===== config.mk =====
export PLATFORM = sky130hd
export DESIGN_NAME = control_pipe
export DESIGN_NICKNAME = d
export VERILOG_FILES = /design/src/rtl/control_pipe.sv
export SDC_FILE = /design/constraint.sdc
export NUM_CORES = 1
export LEC_CHECK = 0
export BUFFER_PORTS_ARGS = -buffer_cell sky130_fd_sc_hd__buf_2
export CORE_AREA = 2 2 93 73
export CTS_BUF_LIST = sky130_fd_sc_hd__clkbuf_4 sky130_fd_sc_hd__clkbuf_8 sky130_fd_sc_hd__clkbuf_16
export DETAILED_ROUTE_END_ITERATION = 8
export DIE_AREA = 0 0 95 75
export GPL_ROUTABILITY_DRIVEN = 0
export PLACE_DENSITY = 0.74
export SLEW_MARGIN = 40
export SYNTH_ARGS = -nofsm -noshare
export SYNTH_HDL_FRONTEND = slang
export SYNTH_SLANG_ARGS = --single-unit

===== constraint.sdc =====
create_clock -name clk -period 2.73 [get_ports clk]
set_input_delay 0.546 -clock clk [delete_from_list [all_inputs] [get_ports clk]]
set_output_delay 0.546 -clock clk [all_outputs]
set_load 0.05 [all_outputs]

===== src/rtl/control_pipe.sv =====
// control_pipe: RV32I control decoder with registered E/M/W control stages and load-use hazard detection.
module control_pipe #(
  parameter int REG_ADDR_WIDTH = 5,
  parameter int ALUCTRL_WIDTH  = 4,
  parameter int SUPPORT_HALF   = 1
) (
  input  logic                      clk,
  input  logic                      rst,
  input  logic [31:0]               instr_i,
  input  logic                      instr_valid_i,
  input  logic                      stall_i,
  input  logic                      flush_i,
  output logic                      hazard_stall_o,
  output logic [2:0]                d_imm_src_o,
  output logic [ALUCTRL_WIDTH-1:0]  e_alu_ctrl_o,
  output logic                      e_alu_src_b_imm_o,
  output logic                      e_alu_src_a_pc_o,
  output logic                      e_branch_o,
  output logic                      e_jump_o,
  output logic                      e_jalr_o,
  output logic [2:0]                e_funct3_o,
  output logic                      e_illegal_o,
  output logic                      m_mem_read_o,
  output logic                      m_mem_write_o,
  output logic [1:0]                m_mem_size_o,
  output logic                      m_mem_unsigned_o,
  output logic                      m_reg_write_o,
  output logic [REG_ADDR_WIDTH-1:0] m_rd_o,
  output logic                      w_reg_write_o,
  output logic [1:0]                w_result_src_o,
  output logic [REG_ADDR_WIDTH-1:0] w_rd_o
);
  localparam logic [6:0] OP_R = 7'b0110011, OP_I = 7'b0010011, OP_LD = 7'b0000011, OP_ST = 7'b0100011,
                         OP_BR = 7'b1100011, OP_LUI = 7'b0110111, OP_AUIPC = 7'b0010111,
                         OP_JAL = 7'b1101111, OP_JALR = 7'b1100111;
  logic [6:0] op;
  logic [2:0] f3;
  logic [REG_ADDR_WIDTH-1:0] rd, rs1, rs2;
  logic is_r, is_i, is_ld, is_st, is_br, is_lui, is_auipc, is_jal, is_jalr, illegal, haz, kill, ok, bad;
  logic [3:0] alu_f, alu_d;
  logic [ALUCTRL_WIDTH-1:0] d_alu;
  logic d_b_imm, d_a_pc, d_br, d_jump, d_jalr, d_ill, d_rd_ld, d_wr, d_rw;
  logic [2:0] d_f3;
  logic [1:0] d_size, d_res, e_res, m_res;
  logic d_uns, e_rd_mr, e_mw, e_uns, e_rw;
  logic [1:0] e_size;
  logic [REG_ADDR_WIDTH-1:0] d_rd, e_rd;
  logic unused;
  assign unused = ^{instr_i[31], instr_i[29:25]};
  assign op = instr_i[6:0];
  assign f3 = instr_i[14:12];
  assign rd = instr_i[7 +: REG_ADDR_WIDTH];
  assign rs1 = instr_i[15 +: REG_ADDR_WIDTH];
  assign rs2 = instr_i[20 +: REG_ADDR_WIDTH];
  assign is_r = op == OP_R;
  assign is_i = op == OP_I;
  assign is_ld = op == OP_LD;
  assign is_st = op == OP_ST;
  assign is_br = op == OP_BR;
  assign is_lui = op == OP_LUI;
  assign is_auipc = op == OP_AUIPC;
  assign is_jal = op == OP_JAL;
  assign is_jalr = op == OP_JALR;
  assign bad = (is_ld && (f3 == 3'b011 || f3[2:1] == 2'b11)) || (is_st && f3 >= 3'b011) ||
               (is_br && f3[2:1] == 2'b01) || ((is_ld || is_st) && f3[1:0] == 2'b01 && SUPPORT_HALF == 0);
  assign illegal = !(is_r || is_i || is_ld || is_st || is_br || is_lui || is_auipc || is_jal || is_jalr) || bad;
  // Load-use: E load whose destination is read by the instruction waiting in D.
  assign haz = e_rd_mr && e_rd != '0 && instr_valid_i &&
               ((!(is_lui || is_auipc || is_jal) && rs1 == e_rd) || ((is_r || is_st || is_br) && rs2 == e_rd));
  assign hazard_stall_o = haz && !flush_i;
  assign kill = flush_i || haz;
  assign ok = instr_valid_i && !illegal && !kill;
  assign d_ill = instr_valid_i && illegal && !kill;
  assign d_imm_src_o = is_st ? 3'b001 : is_br ? 3'b010 : (is_lui || is_auipc) ? 3'b011 : is_jal ? 3'b100 : 3'b000;
  always_comb begin
    case (f3)
      3'b000: alu_f = (is_r && instr_i[30]) ? 4'b0001 : 4'b0000;
      3'b001: alu_f = 4'b1000;
      3'b010: alu_f = 4'b0101;
      3'b011: alu_f = 4'b0110;
      3'b100: alu_f = 4'b0100;
      3'b101: alu_f = instr_i[30] ? 4'b1001 : 4'b0111;
      3'b110: alu_f = 4'b0011;
      default: alu_f = 4'b0010;
    endcase
    alu_d = (is_r || is_i) ? alu_f : (is_ld || is_st) ? 4'b1111 : is_lui ? 4'b1010 : is_br ? 4'b0001 : 4'b0000;
    d_alu = ok ? ALUCTRL_WIDTH'(alu_d) : '0;
  end
  assign d_b_imm = ok && (is_i || is_ld || is_st || is_lui || is_auipc || is_jalr);
  assign d_a_pc = ok && is_auipc;
  assign d_br = ok && is_br;
  assign d_jump = ok && is_jal;
  assign d_jalr = ok && is_jalr;
  assign d_f3 = ok ? f3 : 3'b000;
  assign d_rd_ld = ok && is_ld;
  assign d_wr = ok && is_st;
  assign d_size = ok && (is_ld || is_st) ? f3[1:0] : 2'b00;
  assign d_uns = ok && is_ld && f3[2];
  assign d_rw = ok && (is_r || is_i || is_ld || is_lui || is_auipc || is_jal || is_jalr) && rd != '0;
  assign d_res = !ok ? 2'b00 : is_ld ? 2'b01 : (is_jal || is_jalr) ? 2'b10 : 2'b00;
  assign d_rd = ok ? rd : '0;
  always_ff @(posedge clk or posedge rst) begin
    if (rst) begin
      {e_alu_ctrl_o, e_alu_src_b_imm_o, e_alu_src_a_pc_o, e_branch_o, e_jump_o, e_jalr_o, e_funct3_o, e_illegal_o} <= '0;
      {e_rd_mr, e_mw, e_size, e_uns, e_rw, e_res, e_rd} <= '0;
      {m_mem_read_o, m_mem_write_o, m_mem_size_o, m_mem_unsigned_o, m_reg_write_o, m_res, m_rd_o} <= '0;
      {w_reg_write_o, w_result_src_o, w_rd_o} <= '0;
    end else if (!stall_i) begin
      {e_alu_ctrl_o, e_alu_src_b_imm_o, e_alu_src_a_pc_o, e_branch_o, e_jump_o, e_jalr_o, e_funct3_o, e_illegal_o} <=
        {d_alu, d_b_imm, d_a_pc, d_br, d_jump, d_jalr, d_f3, d_ill};
      {e_rd_mr, e_mw, e_size, e_uns, e_rw, e_res, e_rd} <= {d_rd_ld, d_wr, d_size, d_uns, d_rw, d_res, d_rd};
      {m_mem_read_o, m_mem_write_o, m_mem_size_o, m_mem_unsigned_o, m_reg_write_o, m_res, m_rd_o} <=
        {e_rd_mr, e_mw, e_size, e_uns, e_rw, e_res, e_rd};
      {w_reg_write_o, w_result_src_o, w_rd_o} <= {m_reg_write_o, m_res, m_rd_o};
    end
  end
endmodule


== After elaboration in Yosys (flattened, before gate mapping) ==
Cells that the tools add are included.

* Add/sub/neg operators: 0
* Multipliers: 0
* Divide/modulo/power cells: 0
* Order comparisons: 1
* Equality and inequality tests: 19
* Shift operators: 0
* Multiplexer cells: 18
* Bitwise gates (word level): 0
* Reduce and logical (&&, ||, !) cells: 62

{| class="wikitable"
|+ Operator list
! cell !! count
|-
| 1-bit logical OR || 29
|-
| 4-bit case mux with 7 select lines || 1
|-
| 1-bit logical AND || 25
|-
| 7-bit by 6-bit equality test with 1-bit output (second input constant) || 3
|-
| 7-bit equality test (second input constant) || 3
|-
| 4-bit 2-to-1 mux || 5
|-
| 3-bit 2-to-1 mux || 5
|-
| 7-bit by 5-bit equality test with 1-bit output (second input constant) || 2
|-
| 5-bit equality test || 2
|-
| 5-bit nonzero test || 2
|-
| 3-bit equality test (second input constant) || 3
|-
| 2-bit 2-to-1 mux || 4
|-
| 7-bit by 2-bit equality test with 1-bit output (second input constant) || 1
|-
| 3-bit by 2-bit equality test with 1-bit output (second input constant) || 2
|-
| 1-bit zero test || 5
|-
| 5-bit 2-to-1 mux || 1
|-
| 3-bit by 1-bit equality test with 1-bit output (second input constant) || 1
|-
| 3-bit by 2-bit greater-or-equal comparator with 1-bit output (second input constant) || 1
|-
| 3-bit zero test || 1
|-
| 2-bit by 1-bit equality test with 1-bit output (second input constant) || 1
|-
| 2-bit equality test (second input constant) || 1
|-
| 1-bit 2-to-1 mux || 2
|}

* Register bits after elaboration: 47
* Latch bits: 0
* Bits in writable memories: 0
* Memory bits (read-only): 0
* Input port bits: 37
* Output and inout bits: 36
* Logic and storage cells: 125
* Memories: 0

== Logic depth before layout (Yosys ltp) ==
* Word-level depth: 16
* Depth in mapped cells: 7
* Mapped depth without buffers: 5

== Worst setup path before layout ==
OpenSTA, ideal clock, no wires.

* Kind: in2out
* From: in instr_i[4]
* To: out hazard_stall_o
* Arrival: 2.413 ns
* Data required time: 2.184 ns
* Setup slack: -0.229 ns
* Stages: 6
* Path buffers: 1
* Cells stage by stage: and2b_1 > nand3_1 > nor2_1 > o31ai_4 > buf_6 > nor2b_1

* Cells in the longest elaborated chain, start to end: 8
* Elaborated cells between the ends (all ways): 16

{| class="wikitable"
|+ Ends and longest elaborated chain
! item !! RTL line !! RTL
|-
| from (decl) || 9 || <nowiki>input logic [31:0] instr_i,</nowiki>
|-
| 7-bit by 6-bit equality test with 1-bit output or 7-bit by 5-bit equality test with 1-bit output (tied branches) || 60, 61 ||
|-
| 1-bit logical OR (2 in series) || 69 || <nowiki>((!(is_lui || is_auipc || is_jal) && rs1 == e_rd) || ((is_r || is_st || is_br) && rs2 == e_rd));</nowiki>
|-
| 1-bit zero test || 69 ||
|-
| 1-bit logical AND || 69 ||
|-
| 1-bit logical OR (*) || 69 ||
|-
| 1-bit logical AND (*) || 68 || <nowiki>assign haz = e_rd_mr && e_rd != '0 && instr_valid_i &&</nowiki>
|-
| 1-bit logical AND (*) || 70 || <nowiki>assign hazard_stall_o = haz && !flush_i;</nowiki>
|-
| to (decl) || 13 || <nowiki>output logic hazard_stall_o,</nowiki>
|}

Every way passes the cells marked *; elsewhere a longest branch is shown, timed or not.

== Worst setup path in the final report ==
* From: reg e_rd[2]
* To: out hazard_stall_o

* Cells in the longest elaborated chain, start to end: 5
* Elaborated cells between the ends (all ways): 10

{| class="wikitable"
|+ Ends and longest elaborated chain
! item !! RTL line !! RTL
|-
| from (decl) || 47 || <nowiki>logic [REG_ADDR_WIDTH-1:0] d_rd, e_rd;</nowiki>
|-
| from (signal assigned) || 111 || <nowiki>{e_rd_mr, e_mw, e_size, e_uns, e_rw, e_res, e_rd} <= {d_rd_ld, d_wr, d_size, d_uns, d_rw, d_res, d_rd};</nowiki>
|-
| 5-bit equality test or 5-bit nonzero test (tied branches) || 69, 68 ||
|-
| 1-bit logical AND (on tied branches) || 69, 68 ||
|-
| 1-bit logical OR or 1-bit logical AND (tied branches) || 69, 68 ||
|-
| 1-bit logical AND (*) || 68 ||
|-
| 1-bit logical AND (*) || 70 ||
|}

Marks and branches as above.

==> metrics <==
status complete, no violations; H-tree levels 2; clock buffer count from CTS 5; die area 7130 um2; Core ar. ~6200 um2; routing usage on met1 0.265; Buffers on Ports 66; post-synth cell types 45; first-pass GRT wire length between 9000 and 10000 um; FFs w/ async S/R, synth 1.00; drt first pass iters 4; Antenna Violating Nets Remaining 0; vias per cell 5.26; cts hold-fix bufs 0; Post-Route Setup TNS 0 ps; Yosys warning total 0; sequential share of power 0.533; final setup violation count 0; max cap viols 0; antenna violations before repair 0; leak pwr ~1.5 nW; Net Count, Synth approximately 270; root buf cell clkbuf_8; fmax about 380 MHz; Most Crowded Layer GR met2; Gate power share 0.127; M3 GR Usage 0.0330; P&R area growth vs syn 22.0%; sw frac 0.258; worst relative slew slack 0.620; clock slew at reported path FFs about 80 ps; P_int 0.937 mW; ratio of cells with drive above 1 in the final layout 0.417; n_diodes 0; post-layout util 0.478; switching pwr around 0.33 mW; Crit path arrival time between 2000 and 2500 ps; Top FF cell, synth dfrtp_1; Period Utilization, post-route 0.954; Final HPWL DP around 4500 um; DRT Wirelength roughly 6000 um; worst skew pair latency roughly 300 ps; clock sink count 45; GRT Residual Overflow 0; final net count roughly 340; CTS tree done; post-CTS setup buffers 0; Ports between 70 and 80; Max Transition Viols Final 0; RSZ-0062 raised after global routing false; total track usage 0.182; PD cells 429 nW/um2; largest net degree at the start of global routing 46; WP data required around 2200 ps; Synth Register Bits between 40 and 50; largest fanout on the critical path 5; Hold Fails Final Rpt 0; M2 GR Usage 0.271; worst slew pin tran 569 ps; drt wl/cell 15.7 um; Clk pwr share 0.340; Starting Density 0.391; worst hold path type in2async; Site Rows 25; post_cts resized 0; Critical Path Start Type register; 1st-iter DRT viols roughly 150; Final min period roughly 2600 ps; DRC 0; sequential element share of the synthesized area 0.467; Mapped Cells approximately 230; Fill cells approximately 610; critical path capture point type output pin; total number of vias 2003; Worst Clk Skew between 5 and 6 ps; Die Y-Extent between 70 and 80 um; Clock Path Buffers 2; Die X around 95 um; vias in the first global route between 1500 and 2000; Worst VDD drop 0.190 mV; synthesized area around 2400 um2; CP Class reg2out; syn avg cell area roughly 10 um2; Post-synth EDFFs 0
==> cell families after synthesis <==
kind of cell	Yosys count	synth area share
DFF	45	0.467
xor gates and xnor gates	10	0.0363
buffers and inverters	21	0.0467
AOI/OAI and AO/OA	44	0.159
and+or+nand+nor	91	0.193
muxes	21	0.0975
==> cells in the mapped netlist, types with 2 or more instances <==
master | number | area, um2
nand2_1 | 37 | 139
clkbuf_1 | 5 | 18.8
and2_1 | 2 | 12.5
nand3_1 | 9 | 45.0
o31ai_2 | 6 | 75.1
a21oi_1 | 2 | 10.0
nand4_1 | 13 | 81.3
buf_6 | 3 | 33.8
mux2_2 | 20 | 225
o41ai_1 | 4 | 35.0
and3_1 | 2 | 12.5
o21ai_0 | 17 | 85.1
xor2_1 | 7 | 61.3
buf_1 | 3 | 11.3
nor2b_1 | 4 | 25.0
nor2_1 | 8 | 30.0
dfrtp_1 | 45 | 1130
inv_1 | 3 | 11.3
o21bai_1 | 2 | 15.0
xnor2_1 | 3 | 26.3
nor3_1 | 7 | 35.0
o31ai_4 | 2 | 42.5
nand2b_1 | 2 | 12.5
buf_2 | 5 | 25.0
==> power by group through the flow <==
stage          Sequential, mW  Combinational (mW)  Clock (mW)
2_1_floorplan           0.696              0.0916           0
3_3_place_gp            0.686               0.157           0
3_5_place_dp            0.686               0.159           0
4_1_cts                 0.672               0.159       0.434
5_1_grt                 0.673               0.175       0.461
6_report                0.673               0.160       0.429
==> metrics by stage <==
stage | instance area, um2 | setup WS (ps) | total power, mW | std cells | hold slack [ps]
3_3_place_gp | 2850 | 222 | 0.842 | 374 | 465
6_report | 2940 | 124 | 1.26 | 381 | 387
2_1_floorplan | 2420 | 86.4 | 0.787 | 232 | 443
3_5_place_dp | 2850 | 160 | 0.845 | 374 | 471
4_1_cts | 2940 | 15.5 | 1.27 | 381 | 402
5_1_grt | 2940 | 46.8 | 1.31 | 381 | 445
==> flip-flops by register name, summed over array words and instances (netlist names), 2 cells and up <==
register        cells
e_alu_ctrl_o        4
w_rd_o              5
w_result_src_o      2
m_rd_o              5
m_mem_size_o        2
e_rd                5
e_size              2
e_funct3_o          3
==> placed cells by master, fill, tap and decap left out, types with 2 or more instances in the layout <==
master	count
nand2_1	37
o21bai_1	2
nand3_1	9
nand2b_1	2
nor3_1	6
o31ai_4	2
buf_2	65
dfrtp_1	45
xnor2_1	3
a21oi_1	2
clkbuf_4	2
nor2b_1	3
buf_4	13
and2_1	2
mux2_2	20
o41ai_1	4
nand4_1	13
o31ai_2	6
o21ai_0	17
nor2_1	7
xor2_1	7
clkbuf_8	6
and3_1	2
inv_1	2
==> layer usage <==
metal  vias up  part of all wire
met5         -                 0
li1        973                 -
met1       943              0.49
met4         0             0.020
met2        74              0.43
met3        13             0.061
==> layout make-up <==
cell class	count	area [um2]	share of cell area
Clock buffer	7	90.1	0.0306
Inverter	3	11.3	0.00383
Multi-Input combinational cell	166	1180	0.402
Sequential cell	45	1130	0.383
Tap cell	81	101	0.0344
Timing Repair Buffer	79	430	0.146
==> worst paths after layout <==
path                                        start                     end  slack, ps  depth (start not counted)
max                           e_rd[2]$_DFFE_PP0N_          hazard_stall_o        120                          6
min in group clk           e_branch_o$_DFFE_PP0N_  e_branch_o$_DFFE_PP0N_        490                          2
min                                           rst   w_rd_o[0]$_DFFE_PP0N_        390                          3
max in group asynchronous                     rst    e_jalr_o$_DFFE_PP0N_       1970                          3
max reg2reg                   e_rd[1]$_DFFE_PP0N_    e_jalr_o$_DFFE_PP0N_        620                          5
min reg2reg                e_branch_o$_DFFE_PP0N_  e_branch_o$_DFFE_PP0N_        490                          2
==> worst max-delay path: stages (launching register included) <==
cell	delay [ps]
dfrtp_1	440
xor2_1	190
nor3_2	220
nand4_1	190
o31ai_4	320
nor2b_2	180
clkbuf_4	230
No activity file was read; power rests on OpenSTA's default activity.
